## config.mk

```make
export PLATFORM = sky130hd
export DESIGN_NAME = muldiv_seq_unit
export DESIGN_NICKNAME = d
export VERILOG_FILES = /design/src/rtl/muldiv_seq_unit.sv
export SDC_FILE = /design/constraint.sdc
export NUM_CORES = 2
export LEC_CHECK = 0
export CORE_UTILIZATION = 40
export CTS_CLUSTER_DIAMETER = 50
export DETAILED_ROUTE_END_ITERATION = 16
export GPL_TIMING_DRIVEN = 0
export MAX_ROUTING_LAYER = met4
export PLACE_DENSITY = 0.69
export SLEW_MARGIN = 20
export SYNTH_ARGS = -nofsm -noshare
export SYNTH_HDL_FRONTEND = slang
export SYNTH_SLANG_ARGS = --single-unit
```

## constraint.sdc

```tcl
create_clock -name clk -period 11.1 [get_ports clk]
set_clock_uncertainty 0.2 [all_clocks]
set_input_delay 1.665 -clock clk [delete_from_list [all_inputs] [get_ports clk]]
set_output_delay 1.665 -clock clk [all_outputs]
set_load 0.03 [all_outputs]
```

## src/rtl/muldiv_seq_unit.sv

```systemverilog
`default_nettype none
// ============================================================================
// Module   : muldiv_seq_unit
// Brief    : HI/LO multiply/divide unit with a fixed-latency multiplier and an
//            iterative restoring divider (one quotient bit per cycle).
// Revision : 1.0 - initial release
// ============================================================================
module muldiv_seq_unit #(
    parameter int WIDTH   = 32,
    parameter int MUL_LAT = 5
) (
    input  logic             clk,
    input  logic             reset,
    input  logic             start,
    input  logic [2:0]       op,
    input  logic [WIDTH-1:0] src_a,
    input  logic [WIDTH-1:0] src_b,
    input  logic             mthi,
    input  logic             mtlo,
    input  logic             flush,
    output logic             busy,
    output logic             done,
    output logic [WIDTH-1:0] hi,
    output logic [WIDTH-1:0] lo
);

    localparam logic [1:0] c_ST_IDLE     = 2'd0;
    localparam logic [1:0] c_ST_MUL      = 2'd1;
    localparam logic [1:0] c_ST_DIV_ITER = 2'd2;
    localparam logic [1:0] c_ST_DIV_FIX  = 2'd3;

    localparam logic [2:0] c_OP_DIV = 3'd2;

    localparam int c_CNT_MAX = (MUL_LAT > WIDTH) ? MUL_LAT : WIDTH;
    localparam int c_CNT_W   = $clog2(c_CNT_MAX + 1);
    localparam logic [c_CNT_W-1:0] c_MUL_LAST = c_CNT_W'(MUL_LAT - 1);
    localparam logic [c_CNT_W-1:0] c_DIV_LAST = c_CNT_W'(WIDTH - 1);
    localparam logic [c_CNT_W-1:0] c_CNT_ONE  = c_CNT_W'(1);

    logic [1:0]         r_state;
    logic [c_CNT_W-1:0] r_cnt;
    logic [2:0]         r_op;
    // r_opa doubles as multiplicand and as the dividend/quotient shift register
    logic [WIDTH-1:0]   r_opa;
    logic [WIDTH-1:0]   r_opb;
    logic [WIDTH-1:0]   r_rem;
    logic               r_neg_q;
    logic               r_neg_r;
    logic               r_div_zero;
    logic [WIDTH-1:0]   r_hi;
    logic [WIDTH-1:0]   r_lo;
    logic               r_busy;
    logic               r_done;

    logic               w_is_div;
    logic               w_a_neg;
    logic               w_b_neg;
    logic [WIDTH-1:0]   w_a_mag;
    logic [WIDTH-1:0]   w_b_mag;
    logic               w_mul_signed;
    logic [2*WIDTH-1:0] w_ext_a;
    logic [2*WIDTH-1:0] w_ext_b;
    logic [2*WIDTH-1:0] w_prod;
    logic [2*WIDTH-1:0] w_acc;
    logic [2*WIDTH-1:0] w_mul_res;
    logic [WIDTH:0]     w_trial;
    logic               w_fits;
    logic [WIDTH-1:0]   w_quo;
    logic [WIDTH-1:0]   w_rem;

    assign w_is_div = (op[2:1] == 2'b01);
    assign w_a_neg  = (op == c_OP_DIV) & src_a[WIDTH-1];
    assign w_b_neg  = (op == c_OP_DIV) & src_b[WIDTH-1];
    assign w_a_mag  = w_a_neg ? -src_a : src_a;
    assign w_b_mag  = w_b_neg ? -src_b : src_b;

    // Sign-extending to 2*WIDTH makes a plain truncated product correct for both signednesses
    assign w_mul_signed = ~r_op[0];
    assign w_ext_a      = {{WIDTH{w_mul_signed & r_opa[WIDTH-1]}}, r_opa};
    assign w_ext_b      = {{WIDTH{w_mul_signed & r_opb[WIDTH-1]}}, r_opb};
    assign w_prod       = w_ext_a * w_ext_b;
    assign w_acc        = {r_hi, r_lo};

    always_comb begin
        w_mul_res = w_prod;
        if (r_op[2]) begin
            if (r_op[1]) begin
                w_mul_res = w_acc - w_prod;
            end else begin
                w_mul_res = w_acc + w_prod;
            end
        end
    end

    assign w_trial = {r_rem, r_opa[WIDTH-1]} - {1'b0, r_opb};
    assign w_fits  = ~w_trial[WIDTH];
    assign w_quo   = r_neg_q ? -r_opa : r_opa;
    assign w_rem   = r_neg_r ? -r_rem : r_rem;

    always_ff @(posedge clk) begin
        if (reset) begin
            r_state    <= c_ST_IDLE;
            r_cnt      <= '0;
            r_op       <= '0;
            r_opa      <= '0;
            r_opb      <= '0;
            r_rem      <= '0;
            r_neg_q    <= 1'b0;
            r_neg_r    <= 1'b0;
            r_div_zero <= 1'b0;
            r_hi       <= '0;
            r_lo       <= '0;
            r_busy     <= 1'b0;
            r_done     <= 1'b0;
        end else begin
            r_done <= 1'b0;
            if (flush) begin
                r_state <= c_ST_IDLE;
                r_cnt   <= '0;
                r_busy  <= 1'b0;
            end else begin
                case (r_state)
                    c_ST_IDLE: begin
                        if (start) begin
                            r_op       <= op;
                            r_opa      <= w_is_div ? w_a_mag : src_a;
                            r_opb      <= w_is_div ? w_b_mag : src_b;
                            r_rem      <= '0;
                            r_neg_q    <= w_a_neg ^ w_b_neg;
                            r_neg_r    <= w_a_neg;
                            r_div_zero <= (src_b == '0);
                            r_cnt      <= '0;
                            r_busy     <= 1'b1;
                            r_state    <= w_is_div ? c_ST_DIV_ITER : c_ST_MUL;
                        end else begin
                            if (mthi) begin
                                r_hi <= src_a;
                            end
                            if (mtlo) begin
                                r_lo <= src_a;
                            end
                        end
                    end
                    c_ST_MUL: begin
                        if (r_cnt == c_MUL_LAST) begin
                            {r_hi, r_lo} <= w_mul_res;
                            r_cnt        <= '0;
                            r_busy       <= 1'b0;
                            r_done       <= 1'b1;
                            r_state      <= c_ST_IDLE;
                        end else begin
                            r_cnt <= r_cnt + c_CNT_ONE;
                        end
                    end
                    c_ST_DIV_ITER: begin
                        r_opa <= {r_opa[WIDTH-2:0], w_fits};
                        r_rem <= w_fits ? w_trial[WIDTH-1:0]
                                        : {r_rem[WIDTH-2:0], r_opa[WIDTH-1]};
                        if (r_cnt == c_DIV_LAST) begin
                            r_cnt   <= '0;
                            r_state <= c_ST_DIV_FIX;
                        end else begin
                            r_cnt <= r_cnt + c_CNT_ONE;
                        end
                    end
                    c_ST_DIV_FIX: begin
                        // A zero divisor still spends the full latency but leaves HI/LO alone
                        if (!r_div_zero) begin
                            r_lo <= w_quo;
                            r_hi <= w_rem;
                        end
                        r_busy  <= 1'b0;
                        r_done  <= 1'b1;
                        r_state <= c_ST_IDLE;
                    end
                    default: begin
                        r_state <= c_ST_IDLE;
                        r_busy  <= 1'b0;
                    end
                endcase
            end
        end
    end

    assign busy = r_busy;
    assign done = r_done;
    assign hi   = r_hi;
    assign lo   = r_lo;

endmodule
`default_nettype wire

```

; ---- Yosys cells after proc, flatten, opt, wreduce, memory -nomap -nowiden
; Cells that the tools add are included.
[totals]
register_bits = 176
elab_cells = 94
in_bits = 73
[op_classes]
mux = 37
reduce_logical = 13
bitwise_logic = 8
n_eq_ne = 14
n_addsub = 8
n_mul = 1
[op_table]
columns = op, count
row1 = two-way mux 32 bit, 17
row2 = case mux 32 bit (3 select lines), 2
row3 = two-way mux 64 bit, 2
row4 = negator 32 bit, 4
row5 = case mux 32 bit (2 select lines), 2
row6 = adder 64 bit, 1
row7 = multiplier 33 x 33 -> 64 bit, 1
row8 = subtractor 64 bit, 1
row9 = subtractor 33 x 32 -> 33 bit, 1
row10 = logical NOT 32 bit, 1
row11 = two-way mux 6 bit, 3
row12 = case mux 6 bit (3 select lines), 1
row13 = "inequality test 2 bit, second input constant", 7
row14 = AND reduction 3 bit, 4
row15 = AND reduction 6 bit, 2
row16 = two-way mux 2 bit, 4
row17 = case mux 2 bit (4 select lines), 1
row18 = "adder 6 x 1 -> 6 bit, second input constant", 1
row19 = "equality test 6 x 3 -> 1 bit, second input constant", 1
row20 = "equality test 6 x 5 -> 1 bit, second input constant", 1
row21 = nonzero test 3 bit, 2
row22 = bitwise AND 1 bit, 4
row23 = "equality test 2 x 1 -> 1 bit, second input constant", 2
row24 = "equality test 2 bit, second input constant", 2
row25 = 10 further kinds, 14

; ---- Longest topological paths before layout
[depth]
word_depth = 8
mapped_depth = 48
ltp_nobuf = 45

; ---- Least setup slack after synthesis
; OpenSTA, ideal clock, no wires.
[synth_path]
path_kind = register to register
start = reg r_opa[31]
end = reg r_hi[31] (netlist: hi[31])
setup_slack_ps = -72
arrival_ps = 10912
period_less_slack_ps = 11172
stages_incl_launch_ff = 42
path_cell_list = dfxtp_1 inv_1 buf_1 nor3_1 fa_1 fa_1 fa_1 inv_1 fa_1 inv_1 fa_1 fa_1 inv_1 fa_1 fa_1 inv_1 ha_1 buf_2 [... 6 more ...] nand2b_1 or4b_4 nor4_1 a21oi_1 xnor2_1 ha_1 a21oi_1 nor2b_1 o21ai_0 nand2b_1 a21oi_1 nor2b_1 a311oi_1 and2_1 o2111ai_1 or4b_1 o2111a_1 nand2_1
[synth_via]
elab_chain_len = 7
word_cells_on_any_way = 8
classes_between = 2 x add/sub / 1 x mul / 4 x mux / 1 x bitwise
[synth_lines]
columns = element, line_no
row1 = from (decl), 44  ; logic [WIDTH-1:0] r_opa;
row2 = from (signal assigned), 126  ; r_opa <= w_is_div ? w_a_mag : src_a;
row3 = from (signal assigned), 156  ; r_opa <= {r_opa[WIDTH-2:0], w_fits};
row4 = bitwise AND 1 bit, 79  ; assign w_ext_a = {{WIDTH{w_mul_signed & r_opa[WIDTH-1]}}, r_opa};
row5 = multiplier 33 x 33 -> 64 bit *, 81  ; assign w_prod = w_ext_a * w_ext_b;
row6 = adder 64 bit / subtractor 64 bit (equally long branches), "90, 88"
row7 = two-way mux 64 bit, 87  ; if (r_op[1]) begin
row8 = two-way mux 64 bit *, 86  ; if (r_op[2]) begin
row9 = two-way mux 32 bit *, 145  ; if (r_cnt == c_MUL_LAST) begin
row10 = case mux 32 bit (3 select lines) *, 122  ; case (r_state)
row11 = to (signal assigned), 137  ; r_hi <= src_a;
row12 = to (signal assigned), 146  ; {r_hi, r_lo} <= w_mul_res;
row13 = to (signal assigned), 170  ; r_hi <= w_rem;
row14 = to (decl), 50  ; logic [WIDTH-1:0] r_hi;
; Every way passes the cells marked *; elsewhere a longest branch is shown, timed or not. The select of a mux whose other input is x is not followed.
; A chain may end at the register's enable or synchronous reset.

; ---- Worst setup path after layout
; Same ends and word-level chain as after synthesis.

==> impl_metrics.py <==
metrics = {
    "status": {
        "status": "finished, violations left",
        "violations": "setup timing",
    },
    "placement": {
        "dp_hpwl_mm": 205,
        "place_congestion": 1.09,
        "place_ws_ps": -3740,
        "io_buffers": 134,
    },
    "clock_tree": {
        "cts_sinks": 176,
        "cts_hold_buffers": 0,
        "htreeDepth": 4,
        "clk_path_buf_depth": 2,
        "clk_root_buffer_cell": "clkbuf_16",
        "clkSlewWorstSetupHoldPaths_ps": 90,
        "cts_tree": "yes",
        "clock_latency_ps": 490,
        "cts_made_buffers": 17,
    },
    "synth": {
        "synth-edff-count": 0,
        "synthCells": 6744,
        "synth_flop_cell": "dfxtp_1",
        "synth_warnings": 0,
        "syn_nets": 8264,
        "synthesis.area_sq_mm": 0.0560,
        "yosysSeqAreaShare_pct": 6.29,
        "synth.ff_latch_count": 176,
        "synth_async_sr_flop_share_pct": 0,
        "avgSynthCellArea_sq_um": 8.30,
        "ys_types": 87,
    },
    "timing": {
        "rsz0062_at_grt": "yes",
        "setup_viol": 10,
        "period_share_pct": 103,
        "hold_viol": 0,
        "worst-slew-pin-transition_ps": 1280,
        "fin_ws_ps": -370,
        "slew_viol_final": 0,
        "max_freq_mhz": 87.2,
        "max_slew_margin_pct": 14.9,
        "whs_ps": 308,
        "setup_tns_ps": -2050,
        "fin_crit_ps": 11470,
    },
    "min_path": {
        "hold_path_depth": 2,
        "min_path_type": "flip-flop to flip-flop",
        "min_to": "r_state[0]$_SDFFE_PP0P_",
        "min-delay-start": "r_state[0]$_SDFFE_PP0P_",
    },
    "critical_path": {
        "max_stage_delay_ps": 670,
        "r2r_start": "r_opa[31]$_SDFFE_PP0P_",
        "r2r_slack_ps": -370,
        "r2r_cells": 43,
        "start_kind": "flip-flop",
        "cp-end-kind": "flip-flop",
        "cp_data_required_time_ps": 11330,
        "timing.rr.end": "hi[31]$_SDFFE_PP0P_",
        "crit_top_cell": "fa_2",
        "cp_max_fo": 7,
        "critPathArrivalTime_ps": 11700,
        "crit_slowest_cell": "fa_2",
        "setup.worst_path.class": "flip-flop to flip-flop",
    },
    "die": {
        "die_height_um": 376,
        "die_w_um": 376,
        "die_area_sq_mm": 0.141,
        "ios": 139,
        "core_area_sq_mm": 0.138,
        "placementRows": 136,
        "initial_core_util_pct": 40.5,
    },
    "global_routing": {
        "grt_max_degree": 21,
        "grt_pass1_wl_mm": 361,
        "grt_pass1_vias": 51897,
        "grt_use_total_pct": 36.5,
        "antenna_found_initial": 23,
        "globalRouteOverflowTotal": 0,
    },
    "routing": {
        "first_pass_iters": 9,
        "drt-initial-drc-count": 6021,
        "drc": 0,
        "drtAntennaViolNets": 0,
        "wl_per_cell_um": 27.9,
        "routed_wl_mm": 253,
        "via_per_inst": 5.76,
        "vias": 52263,
    },
    "pwr": {
        "max-vdd-ir-drop_v": 0.0000964,
        "p_per_area_mw_per_mm2": 107,
        "leakage_nw": 29.8,
    },
    "job": {
        "maxCapViolations": 0,
    },
    "finish": {
        "num-nets-final": 8693,
        "final_common_cell": "inv_1",
        "final_cell_mix": "inv_1, fa_1, nand2_1, and2_1, buf_4",
        "final_layout_size_suffix_gt1_share_pct": 15.5,
        "synthToLayoutAreaGrowth_pct": 20.6,
    },
}
## power breakdown
part           internal [W]  switching (W)
sequential         0.000670      0.0000994
clock              0.000307       0.000357
combinational       0.00230        0.00348
## synth_stat cells (16+ instances only)
master | number | area [sq um]
a221oi_1 | 49 | 429
o41ai_1 | 16 | 140
inv_1 | 1188 | 4460
o21ai_0 | 263 | 1320
or4_1 | 21 | 158
nand4_1 | 32 | 200
nand2_1 | 1010 | 3790
and3_1 | 23 | 144
mux2i_1 | 41 | 410
nand3_1 | 66 | 330
ha_1 | 320 | 4000
buf_1 | 55 | 206
o211ai_1 | 25 | 188
and2_1 | 336 | 2100
a21o_1 | 99 | 743
o21bai_1 | 26 | 195
a211oi_1 | 57 | 428
xnor2_1 | 223 | 1950
clkbuf_1 | 337 | 1260
nor2_1 | 307 | 1150
a31oi_1 | 39 | 244
nor3_1 | 86 | 430
o21a_1 | 21 | 158
a21oi_1 | 314 | 1570
or3_1 | 28 | 175
a22oi_1 | 21 | 158
nor2b_1 | 35 | 219
nor4_1 | 27 | 169
xor2_1 | 85 | 744
dfxtp_1 | 176 | 3520
a311oi_1 | 18 | 158
nand2b_1 | 40 | 250
o31ai_1 | 33 | 248
fa_1 | 1127 | 22600
or2_2 | 29 | 181
## cell type report
type	instances	area (sq um)
sequential	176	3690
clock buffer	17	425
tap	1863	2330
antenna	20	50.0
clock inverter	15	180
multi-input combinational	4979	49300
fill	13370	70600
inverter	1190	4510
buffer	341	2880
timing repair buffer	468	4190
## flip-flops by register name, summed over array words and instances, names as in the netlist
register,flops
r_op,3
r_neg_q,1
busy,1
lo,32
r_opb,32
r_rem,32
r_cnt,6
r_opa,32
hi,32
r_neg_r,1
done,1
r_div_zero,1
r_state,2
## logic make-up after synthesis
| family | count (synthesis) | share of synthesized area, % |
|---|---|---|
| muxes | 55 | 1.01 |
| xor gates and xnor gates | 308 | 4.82 |
| AOI/OAI and AO/OA | 1075 | 12.2 |
| DFF | 176 | 6.29 |
| adders and majority gates | 1447 | 47.5 |
| and+or+nand+nor | 2094 | 17.5 |
| buffers and inverters | 1589 | 10.7 |
## critical path, delay by kind of cell (launching register included)
family / cells / cell delay, ps
adders and majority gates: 10 / 4800
DFF: 1 / 430
AOI/OAI and AO/OA: 7 / 1170
buffers and inverters: 9 / 1130
xor gates and xnor gates: 1 / 100
and+or+nand+nor: 16 / 3540
## how the worst max path moves through the flow
stage                           to                    from  cells after the start  slack, ps
4_1_cts        hi[31]$_SDFFE_PP0P_  r_opa[31]$_SDFFE_PP0P_                     43       -220
3_3_place_gp   hi[31]$_SDFFE_PP0P_  r_opa[16]$_SDFFE_PP0P_                     39      -4330
3_5_place_dp   hi[26]$_SDFFE_PP0P_  r_opa[17]$_SDFFE_PP0P_                     41      -3740
5_1_grt        hi[31]$_SDFFE_PP0P_  r_opa[31]$_SDFFE_PP0P_                     44       -620
2_1_floorplan  hi[31]$_SDFFE_PP0P_  r_opa[31]$_SDFFE_PP0P_                     41         60
6_report       hi[31]$_SDFFE_PP0P_  r_opa[31]$_SDFFE_PP0P_                     43       -370
## through the flow
stage | instance area, sq um | total power (W) | utilization, % | cells
after global routing | 67500 | 0.00753 | 48.9 | 9062
after CTS | 64600 | 0.00651 | 46.8 | 8872
after floorplan | 56000 | 0.00352 | - | 6744
final | 67500 | 0.00721 | 48.9 | 9069
after global placement | 59700 | 0.00504 | 43.2 | 8741
after detailed placement | 59700 | 0.00507 | 43.2 | 8744
## per-layer routing
layer	up-vias	routed length, um	part of all wire (%)	global-route usage, %
met5	-	0	0	-
met4	0	16000	6.3	18.4
met3	657	31300	12	12.2
met2	2995	106000	42	51.3
met1	26515	99900	40	46.6
li1	22096	-	-	-
## timing repair
item                                    in CTS  in global routing
pin swaps                                  128                210
gates cloned                                 0                  4
gates resized for setup                    939                419
buffers inserted                           147                183
endpoints found under the setup margin      41                 31
(Power assumes the default switching activity.)
